### config.mk
export PLATFORM = sky130hd
export DESIGN_NAME = simon2share_loader_flat
export DESIGN_NICKNAME = d
export VERILOG_FILES = /design/src/rtl/simon2share_loader_if.sv /design/src/rtl/simon2share_loader.sv /design/src/flat_wrapper.sv
export SDC_FILE = /design/constraint.sdc
export NUM_CORES = 2
export LEC_CHECK = 0
export BUFFER_PORTS_ARGS = -buffer_cell sky130_fd_sc_hd__buf_2
export CAP_MARGIN = 25
export CELL_PAD_IN_SITES_DETAIL_PLACEMENT = 0
export CELL_PAD_IN_SITES_GLOBAL_PLACEMENT = 2
export CORE_ASPECT_RATIO = 0.75
export CORE_MARGIN = 2
export CORE_UTILIZATION = 27
export CTS_CLUSTER_DIAMETER = 80
export DETAILED_ROUTE_END_ITERATION = 8
export GPL_TIMING_DRIVEN = 0
export PLACE_DENSITY_LB_ADDON = 0.1
export SLEW_MARGIN = 10
export SYNTH_ARGS = -nofsm -noshare
export SYNTH_HDL_FRONTEND = slang
export SYNTH_SLANG_ARGS = --single-unit
### constraint.sdc
create_clock -name clk -period 1.88 [get_ports clk]
set_input_delay 0.376 -clock clk [delete_from_list [all_inputs] [get_ports clk]]
set_output_delay 0.376 -clock clk [all_outputs]
set_load 0.03 [all_outputs]
### src/rtl/simon2share_loader_if.sv
// Job, serial-load and core-result signals between a host, the share loader and the masked Simon core.
// The loader connects through the slave modport; the host/core environment uses master.
interface simon2share_loader_if;
    logic         in_valid;
    logic         in_ready;
    logic [127:0] key_a;
    logic [127:0] key_b;
    logic [127:0] pt_a;
    logic [127:0] pt_b;
    logic         data_ina;
    logic         data_inb;
    logic [1:0]   data_rdy;
    logic         core_done;
    logic [127:0] core_cipher;
    logic         out_valid;
    logic [127:0] cipher_out;
    logic         timeout_err;

    modport master (
        output in_valid, key_a, key_b, pt_a, pt_b, core_done, core_cipher,
        input  in_ready, data_ina, data_inb, data_rdy, out_valid, cipher_out, timeout_err
    );

    modport slave (
        input  in_valid, key_a, key_b, pt_a, pt_b, core_done, core_cipher,
        output in_ready, data_ina, data_inb, data_rdy, out_valid, cipher_out, timeout_err
    );
endinterface

### src/rtl/simon2share_loader.sv
// Serialises two-share key and plaintext into simon2share, then waits for Done and captures the ciphertext.
// state | meaning: IDLE accept job | KEY shift key bits | PT shift plaintext bits | RUN core busy | DONE result pulse
module simon2share_loader #(
    parameter logic [15:0] TIMEOUT = 16'd0
) (
    input logic                 clk,
    input logic                 rst_n,
    simon2share_loader_if.slave bus
);
    localparam logic [2:0] S_IDLE = 3'd0;
    localparam logic [2:0] S_KEY  = 3'd1;
    localparam logic [2:0] S_PT   = 3'd2;
    localparam logic [2:0] S_RUN  = 3'd3;
    localparam logic [2:0] S_DONE = 3'd4;

    logic [2:0]   state_q, state_d;
    logic [6:0]   bit_cnt_q, bit_cnt_d;
    logic [15:0]  run_cnt_q, run_cnt_d;
    // Share a and share b live in separate shifters and are never combined here.
    logic [254:0] sh_a_q, sh_a_d;
    logic [254:0] sh_b_q, sh_b_d;
    logic         ina_q, ina_d;
    logic         inb_q, inb_d;
    logic [1:0]   rdy_q, rdy_d;
    logic         out_valid_q, out_valid_d;
    logic         timeout_err_q, timeout_err_d;
    logic [127:0] cipher_q, cipher_d;

    always_comb begin
        state_d       = state_q;
        bit_cnt_d     = bit_cnt_q;
        run_cnt_d     = run_cnt_q;
        sh_a_d        = sh_a_q;
        sh_b_d        = sh_b_q;
        ina_d         = ina_q;
        inb_d         = inb_q;
        rdy_d         = rdy_q;
        out_valid_d   = 1'b0;
        timeout_err_d = 1'b0;
        cipher_d      = cipher_q;

        case (state_q)
            S_IDLE: begin
                rdy_d = 2'b00;
                ina_d = 1'b0;
                inb_d = 1'b0;
                if (bus.in_valid) begin
                    // Bit 0 of the key goes straight to the output register; the rest queue behind it.
                    state_d   = S_KEY;
                    bit_cnt_d = 7'd0;
                    sh_a_d    = {bus.pt_a, bus.key_a[127:1]};
                    sh_b_d    = {bus.pt_b, bus.key_b[127:1]};
                    ina_d     = bus.key_a[0];
                    inb_d     = bus.key_b[0];
                    rdy_d     = 2'b10;
                end
            end
            S_KEY, S_PT: begin
                ina_d     = sh_a_q[0];
                inb_d     = sh_b_q[0];
                sh_a_d    = {1'b0, sh_a_q[254:1]};
                sh_b_d    = {1'b0, sh_b_q[254:1]};
                bit_cnt_d = bit_cnt_q + 7'd1;
                if (bit_cnt_q == 7'd127) begin
                    if (state_q == S_KEY) begin
                        state_d = S_PT;
                        rdy_d   = 2'b01;
                    end else begin
                        state_d   = S_RUN;
                        rdy_d     = 2'b11;
                        ina_d     = 1'b0;
                        inb_d     = 1'b0;
                        run_cnt_d = TIMEOUT - 16'd1;
                    end
                end
            end
            S_RUN: begin
                if (bus.core_done) begin
                    state_d     = S_DONE;
                    cipher_d    = bus.core_cipher;
                    out_valid_d = 1'b1;
                    rdy_d       = 2'b00;
                end else if ((TIMEOUT != 16'd0) && (run_cnt_q == 16'd0)) begin
                    state_d       = S_IDLE;
                    timeout_err_d = 1'b1;
                    rdy_d         = 2'b00;
                end else begin
                    run_cnt_d = run_cnt_q - 16'd1;
                end
            end
            S_DONE: begin
                state_d = S_IDLE;
                rdy_d   = 2'b00;
            end
            default: begin
                state_d = S_IDLE;
                rdy_d   = 2'b00;
                ina_d   = 1'b0;
                inb_d   = 1'b0;
            end
        endcase
    end

    always_ff @(posedge clk or negedge rst_n) begin
        if (!rst_n) begin
            state_q       <= S_IDLE;
            bit_cnt_q     <= 7'd0;
            run_cnt_q     <= 16'd0;
            sh_a_q        <= '0;
            sh_b_q        <= '0;
            ina_q         <= 1'b0;
            inb_q         <= 1'b0;
            rdy_q         <= 2'b00;
            out_valid_q   <= 1'b0;
            timeout_err_q <= 1'b0;
            cipher_q      <= '0;
        end else begin
            state_q       <= state_d;
            bit_cnt_q     <= bit_cnt_d;
            run_cnt_q     <= run_cnt_d;
            sh_a_q        <= sh_a_d;
            sh_b_q        <= sh_b_d;
            ina_q         <= ina_d;
            inb_q         <= inb_d;
            rdy_q         <= rdy_d;
            out_valid_q   <= out_valid_d;
            timeout_err_q <= timeout_err_d;
            cipher_q      <= cipher_d;
        end
    end

    assign bus.in_ready    = (state_q == S_IDLE);
    assign bus.data_ina    = ina_q;
    assign bus.data_inb    = inb_q;
    assign bus.data_rdy    = rdy_q;
    assign bus.out_valid   = out_valid_q;
    assign bus.timeout_err = timeout_err_q;
    assign bus.cipher_out  = cipher_q;
endmodule

### src/flat_wrapper.sv
// flat-port wrapper written by rule: the top's interface ports become plain ports
module simon2share_loader_flat 
#(
    parameter logic [15:0] TIMEOUT = 16'd0
)
  (clk, rst_n, bus_in_valid, bus_key_a, bus_key_b, bus_pt_a, bus_pt_b, bus_core_done, bus_core_cipher, bus_in_ready, bus_data_ina, bus_data_inb, bus_data_rdy, bus_out_valid, bus_cipher_out, bus_timeout_err);
  simon2share_loader_if bus_i ();
  input logic clk;
  input logic rst_n;
  input wire logic [$bits(bus_i.in_valid)-1:0] bus_in_valid;
  input wire logic [$bits(bus_i.key_a)-1:0] bus_key_a;
  input wire logic [$bits(bus_i.key_b)-1:0] bus_key_b;
  input wire logic [$bits(bus_i.pt_a)-1:0] bus_pt_a;
  input wire logic [$bits(bus_i.pt_b)-1:0] bus_pt_b;
  input wire logic [$bits(bus_i.core_done)-1:0] bus_core_done;
  input wire logic [$bits(bus_i.core_cipher)-1:0] bus_core_cipher;
  output wire logic [$bits(bus_i.in_ready)-1:0] bus_in_ready;
  output wire logic [$bits(bus_i.data_ina)-1:0] bus_data_ina;
  output wire logic [$bits(bus_i.data_inb)-1:0] bus_data_inb;
  output wire logic [$bits(bus_i.data_rdy)-1:0] bus_data_rdy;
  output wire logic [$bits(bus_i.out_valid)-1:0] bus_out_valid;
  output wire logic [$bits(bus_i.cipher_out)-1:0] bus_cipher_out;
  output wire logic [$bits(bus_i.timeout_err)-1:0] bus_timeout_err;
  assign bus_i.in_valid = bus_in_valid;
  assign bus_i.key_a = bus_key_a;
  assign bus_i.key_b = bus_key_b;
  assign bus_i.pt_a = bus_pt_a;
  assign bus_i.pt_b = bus_pt_b;
  assign bus_i.core_done = bus_core_done;
  assign bus_i.core_cipher = bus_core_cipher;
  assign bus_in_ready = bus_i.in_ready;
  assign bus_data_ina = bus_i.data_ina;
  assign bus_data_inb = bus_i.data_inb;
  assign bus_data_rdy = bus_i.data_rdy;
  assign bus_out_valid = bus_i.out_valid;
  assign bus_cipher_out = bus_i.cipher_out;
  assign bus_timeout_err = bus_i.timeout_err;
  simon2share_loader #(.TIMEOUT(TIMEOUT)) u_core (.clk(clk), .rst_n(rst_n), .bus(bus_i));
endmodule
; After elaboration in Yosys (flattened, before gate mapping)
; Index checks and enable logic that the tools add are counted.
[word_totals]
register_bits = 653
latch_bits = 0
ramBits = 0
romBits = 0
wordCells = 52
n_memories = 0
[op_classes]
n_addsub = 1
mul = 0
div = 0
magnitude_cmp = 0
eq_ne = 8
n_shift = 0
n_mux = 26
bitwise = 0
n_reduce_logical = 8
[op_table]
columns = operator, n
row1 = $pmux 255 s2, 2
row2 = $mux 255, 2
row3 = $pmux 7 s2, 1
row4 = $mux 1, 9
row5 = $mux 3, 3
row6 = $pmux 3 s3, 1
row7 = $mux 2, 4
row8 = $add 7x1->7 const B, 1
row9 = $eq 7x7->1 const B, 1
row10 = $mux 7, 1
row11 = $eq 3x2->1 const B, 2
row12 = $pmux 1 s3, 2
row13 = $pmux 2 s3, 1
row14 = $reduce_and 2->1, 3
row15 = $ne 2x2->1 const B, 2
row16 = $reduce_or 2->1, 2
row17 = $eq 3x1->1 const B, 1
row18 = $eq 3x3->1 const B, 1
row19 = $logic_not 3->1, 1
row20 = $reduce_and 3->1, 1
row21 = $ne 2x1->1 const B, 1
row22 = $reduce_bool 2->1, 1

; Longest topological paths before layout
[logic_depth]
depth_word = 4
depth_mapped = 10
ltp_nobuf = 5

; Worst setup path before layout
; Ideal clock, no wire load.
[synth_path]
kind = register -> register
from = register u_core.state_q[0]
to = register u_core.sh_b_q[10]
setup_time_ns = 0.122
arrival_ns = 1.746
required_ns = 1.758
setup_slack_ns = 0.011
path_stages_with_launch = 11
path_buffers = 6
synth_period_minus_slack_ns = 1.869
cell_sequence = dfrtp_1 > buf_6 > or3_1 > buf_2 > and2_1 > clkbuf_1 > buf_6 > buf_6 > buf_6 > nor2_2 > a21oi_1
[synth_between]
elab_chain_cells = 4
elab_cells_between_ends = 8
cone_classes = eq/ne: 3 / mux: 1 / reduce/logical: 4
[synth_rtl]
columns = element, line_no
row1 = start: declaration, simon2share_loader.sv:16  ; logic [2:0] state_q, state_d;
row2 = start signal: assignment, simon2share_loader.sv:118  ; state_q <= state_d;
row3 = $eq 3x2->1 / $eq 3x1->1 (equally long branches), simon2share_loader.sv:42  ; case (state_q)
row4 = $reduce_or 2->1, n/a
row5 = $reduce_bool 2->1 (no line), n/a
row6 = $reduce_and 2->1 (no line), n/a
row7 = end signal: assignment, simon2share_loader.sv:110  ; sh_b_q <= '0;
row8 = end signal: assignment, simon2share_loader.sv:122  ; sh_b_q <= sh_b_d;
row9 = end: declaration, simon2share_loader.sv:21  ; logic [254:0] sh_b_q, sh_b_d;
; Several ways; a longest one is shown, not always the timed one.
; A chain may end at the register's enable or synchronous reset.

; Worst setup path after layout
[layout_path]
from = register u_core.state_q[0]
to = register u_core.sh_b_q[22]
; The elaborated chain is that of the path after synthesis.

==> run metrics <==
CP max stage delay=around 0.43 ns; vias in the first global route=between 30000 and 40000; final hold slack=-0.236 ns; leakage=around 22 nW; FILL cells=10600; status=finished, violations left; initial antenna violation count=37; family with the most delay on the worst path=buffers and inverters; max frequency=0.503 GHz; Critical Path Most Common Cell=buf_12; Syn Std Cell Area=around 29000 sq um; CP Max Fanout=8; GP Congestion=0.784; Synth Net Count=4048; share of cells above drive strength 1=around 31%; drt wl/cell=roughly 18 um; Peak VDD IR=0.612 mV; leading area contributor after synthesis=dfrtp_1; CTS Buf Count=75; RSZ-0062 raised after global routing=true; critical path class=flop to flop; worst path cell trace=buf_6, or3_4, and2_4, buf_12, buf_12, buf_16, buf_12, nor2_4, a21oi_1; Worst-path clk slew=0.06 ns; Layout Skew=0.0229 ns; post-synthesis cell count=3403; Tightest Hold Check Type=input pin to asynchronous set/reset pin; Longest Clk Path Bufs=3; grt total ovfl=0; Vias/cell=~4.5; Critical Path Slowest Stage Cell=or3_4; IO Count=779; via count=29300; Residual DRC=0; number of synthesized flops with an enable pin=0; full die area=108000 sq um; area of the multi-input gates=~13000 sq um; Critical Path Start Type=flop; ranking of synthesized cells by area=dfrtp_1 57%, a21oi_1 18%, nand2_1 12%; commonest non-fill, non-tap cell in the layout=a21oi_1; HPWL Detailed=81500 um; Slew Limit Fails=0; critical path arrival=2.50 ns; CTS sink cnt=653; Fin. Hold Viols=between 80 and 90; sequential cell area=16300 sq um; Async SR Flop Fraction=100%; Final #Nets=5607; Synth cell types=36; DR iter-0 viols=~1500; die height=about 290 um; CP Capture Type=flop; Area Growth Syn to Fin=66.1%; GRT Total Usage=21.4%; Die Wd=379 um; slew at the pin closest to its max-slew limit=about 0.74 ns; max_cap viols=0; yosys warns=0; post-synth top area share=~57%; Cell Rows=103; Hold-fix buffers, CTS=approximately 640; Root Driver=clkbuf_16; H-tree levels=3; clk_lat worst skew=roughly 0.64 ns; Tcrit/Tclk final=106%; post-synthesis sequential area ratio=57.3%; buffers plus inverters on the worst setup path=5; router iterations before antenna repair=5; Core Box Area=~110000 sq um; Area after DPL=34400 sq um; Buffers on Ports=777; fin area=approximately 47000 sq um; Power per Cell Area=between 1000 and 1500 nW/um^2; CTS tree=yes; Post-Route WL=117000 um; Yosys reg bits=around 650; most frequent cells in the layout=941 x a21oi_1, 897 x nand2_1, 802 x buf_2; violated checks=hold timing, setup timing; max_slew headroom=50.9%; syn_area_per_cell=8.38 sq um; global-route wire length before repair=180000 um; Post-synth top flop=dfrtp_1; Min Clock Period, post-route=1.99 ns; count of final setup violators=184; Initial Util=between 20% and 30%; Setup WS post-layout=-0.107 ns; critical path required time=2.39 ns; Final ANT Viol Nets=0; largest net degree at the start of global routing=100
## routing by layer
metal / wire, um / global-route usage (%)
met1: 49900 / 26.6
met2: 58200 / 36.7
met3: 6150 / 5.12
met4: 2910 / 5.97
met5: 135 / 0
## cells in the mapped netlist (all sizes together) (2+ instances only)
library cell  count
a211oi            2
a21oi          1023
a221o             2
a22o              3
and2              2
and3              2
and4              2
buf             141
clkbuf          121
dfrtp           653
inv               5
nand2           899
nand3             6
nand3b            3
nand4             2
nor2            515
nor3              2
o21ai             2
or3               3
xor2              5
## metrics by stage
step	cells	TNS [ns]	total power, W	setup slack (ns)	util, %
2_1_floorplan	3403	0	0.0321	0.0115	-
3_3_place_gp	5597	-	0.0365	-15.12	32.6
3_5_place_dp	5604	-518.32	0.0365	-0.954	32.7
4_1_cts	6425	-59.39	0.0553	-0.199	44.5
5_1_grt	6455	-43.56	0.0590	-0.167	45.1
6_report	6457	-8.07	0.0553	-0.107	45.1
## state kept, by name, indices dropped and copies added (netlist names)
| name | flops |
|---|---|
| u_core.sh_a_q | 255 |
| u_core.sh_b_q | 255 |
| u_core.bus.cipher_out | 128 |
| u_core.bit_cnt_q | 7 |
| u_core.state_q | 3 |
| u_core.bus.data_rdy | 2 |
| u_core.bus.data_ina | 1 |
| u_core.bus.data_inb | 1 |
| u_core.bus.out_valid | 1 |
## worst reg2reg max path, delay by kind of cell (launching register included)
kind | cells | cell delay [ns]
buffers and inverters | 5 | 0.75
AND/OR/NAND/NOR | 3 | 0.71
flip-flops | 1 | 0.37
AO/OA/AOI/OAI | 1 | 0.04
## layout make-up
class	count	area share, %
sequential	653	34.5
multi-input combinational	2483	26.6
timing repair buffer	1485	24.7
buffer	259	5.05
clock buffer	118	4.81
tap	1417	3.74
clock inverter	13	0.364
antenna	24	0.127
inverter	5	0.0396
## cells by family (layout without fill, tap and decap cells)
kind of cell | count (synthesis) | count (layout) | share of synthesized area [%]
adder cells (fa/ha/maj) | 1 | 1 | 0.0439
AND/OR/NAND/NOR | 1440 | 1440 | 19.5
buffers and inverters | 267 | 1880 | 4.64
AO/OA/AOI/OAI | 1036 | 1036 | 18.3
other | 1 | 25 | 0.0131
XOR/XNOR | 5 | 5 | 0.153
flip-flops | 653 | 653 | 57.3
## power breakdown
| part | switching [W] | internal, W | total [W] |
|---|---|---|---|
| combinational | 0.00795 | 0.00761 | 0.0156 |
| sequential | 0.00449 | 0.0202 | 0.0246 |
| clock | 0.00625 | 0.00885 | 0.0151 |
## worst paths after layout
| path | from | to | slack (ns) | depth (start not counted) |
|---|---|---|---|---|
| worst max-delay path | u_core.state_q[0] | u_core.sh_b_q[22] | -0.11 | 9 |
| max in group asynchronous | rst_n | u_core.sh_b_q[135] | 0.38 | 4 |
| min in group clk | bus_pt_a[121] | u_core.sh_a_q[248] | 0.04 | 3 |
| worst min-delay path | rst_n | u_core.bus.cipher_out[110] | -0.24 | 1 |
| worst min register to register | u_core.bus.cipher_out[126] | u_core.bus.cipher_out[126] | 0.47 | 2 |
| worst max register to register | u_core.state_q[0] | u_core.sh_b_q[22] | -0.11 | 9 |
## repair_timing
action	CTS	global route
gates resized for setup	735	256
endpoints found under the setup margin	638	635
cloned	38	0
setup buffers	16	15
pin swaps	2	3
hold endpoints to repair	719	82
Note: power is estimated with default switching activity, not from simulation.
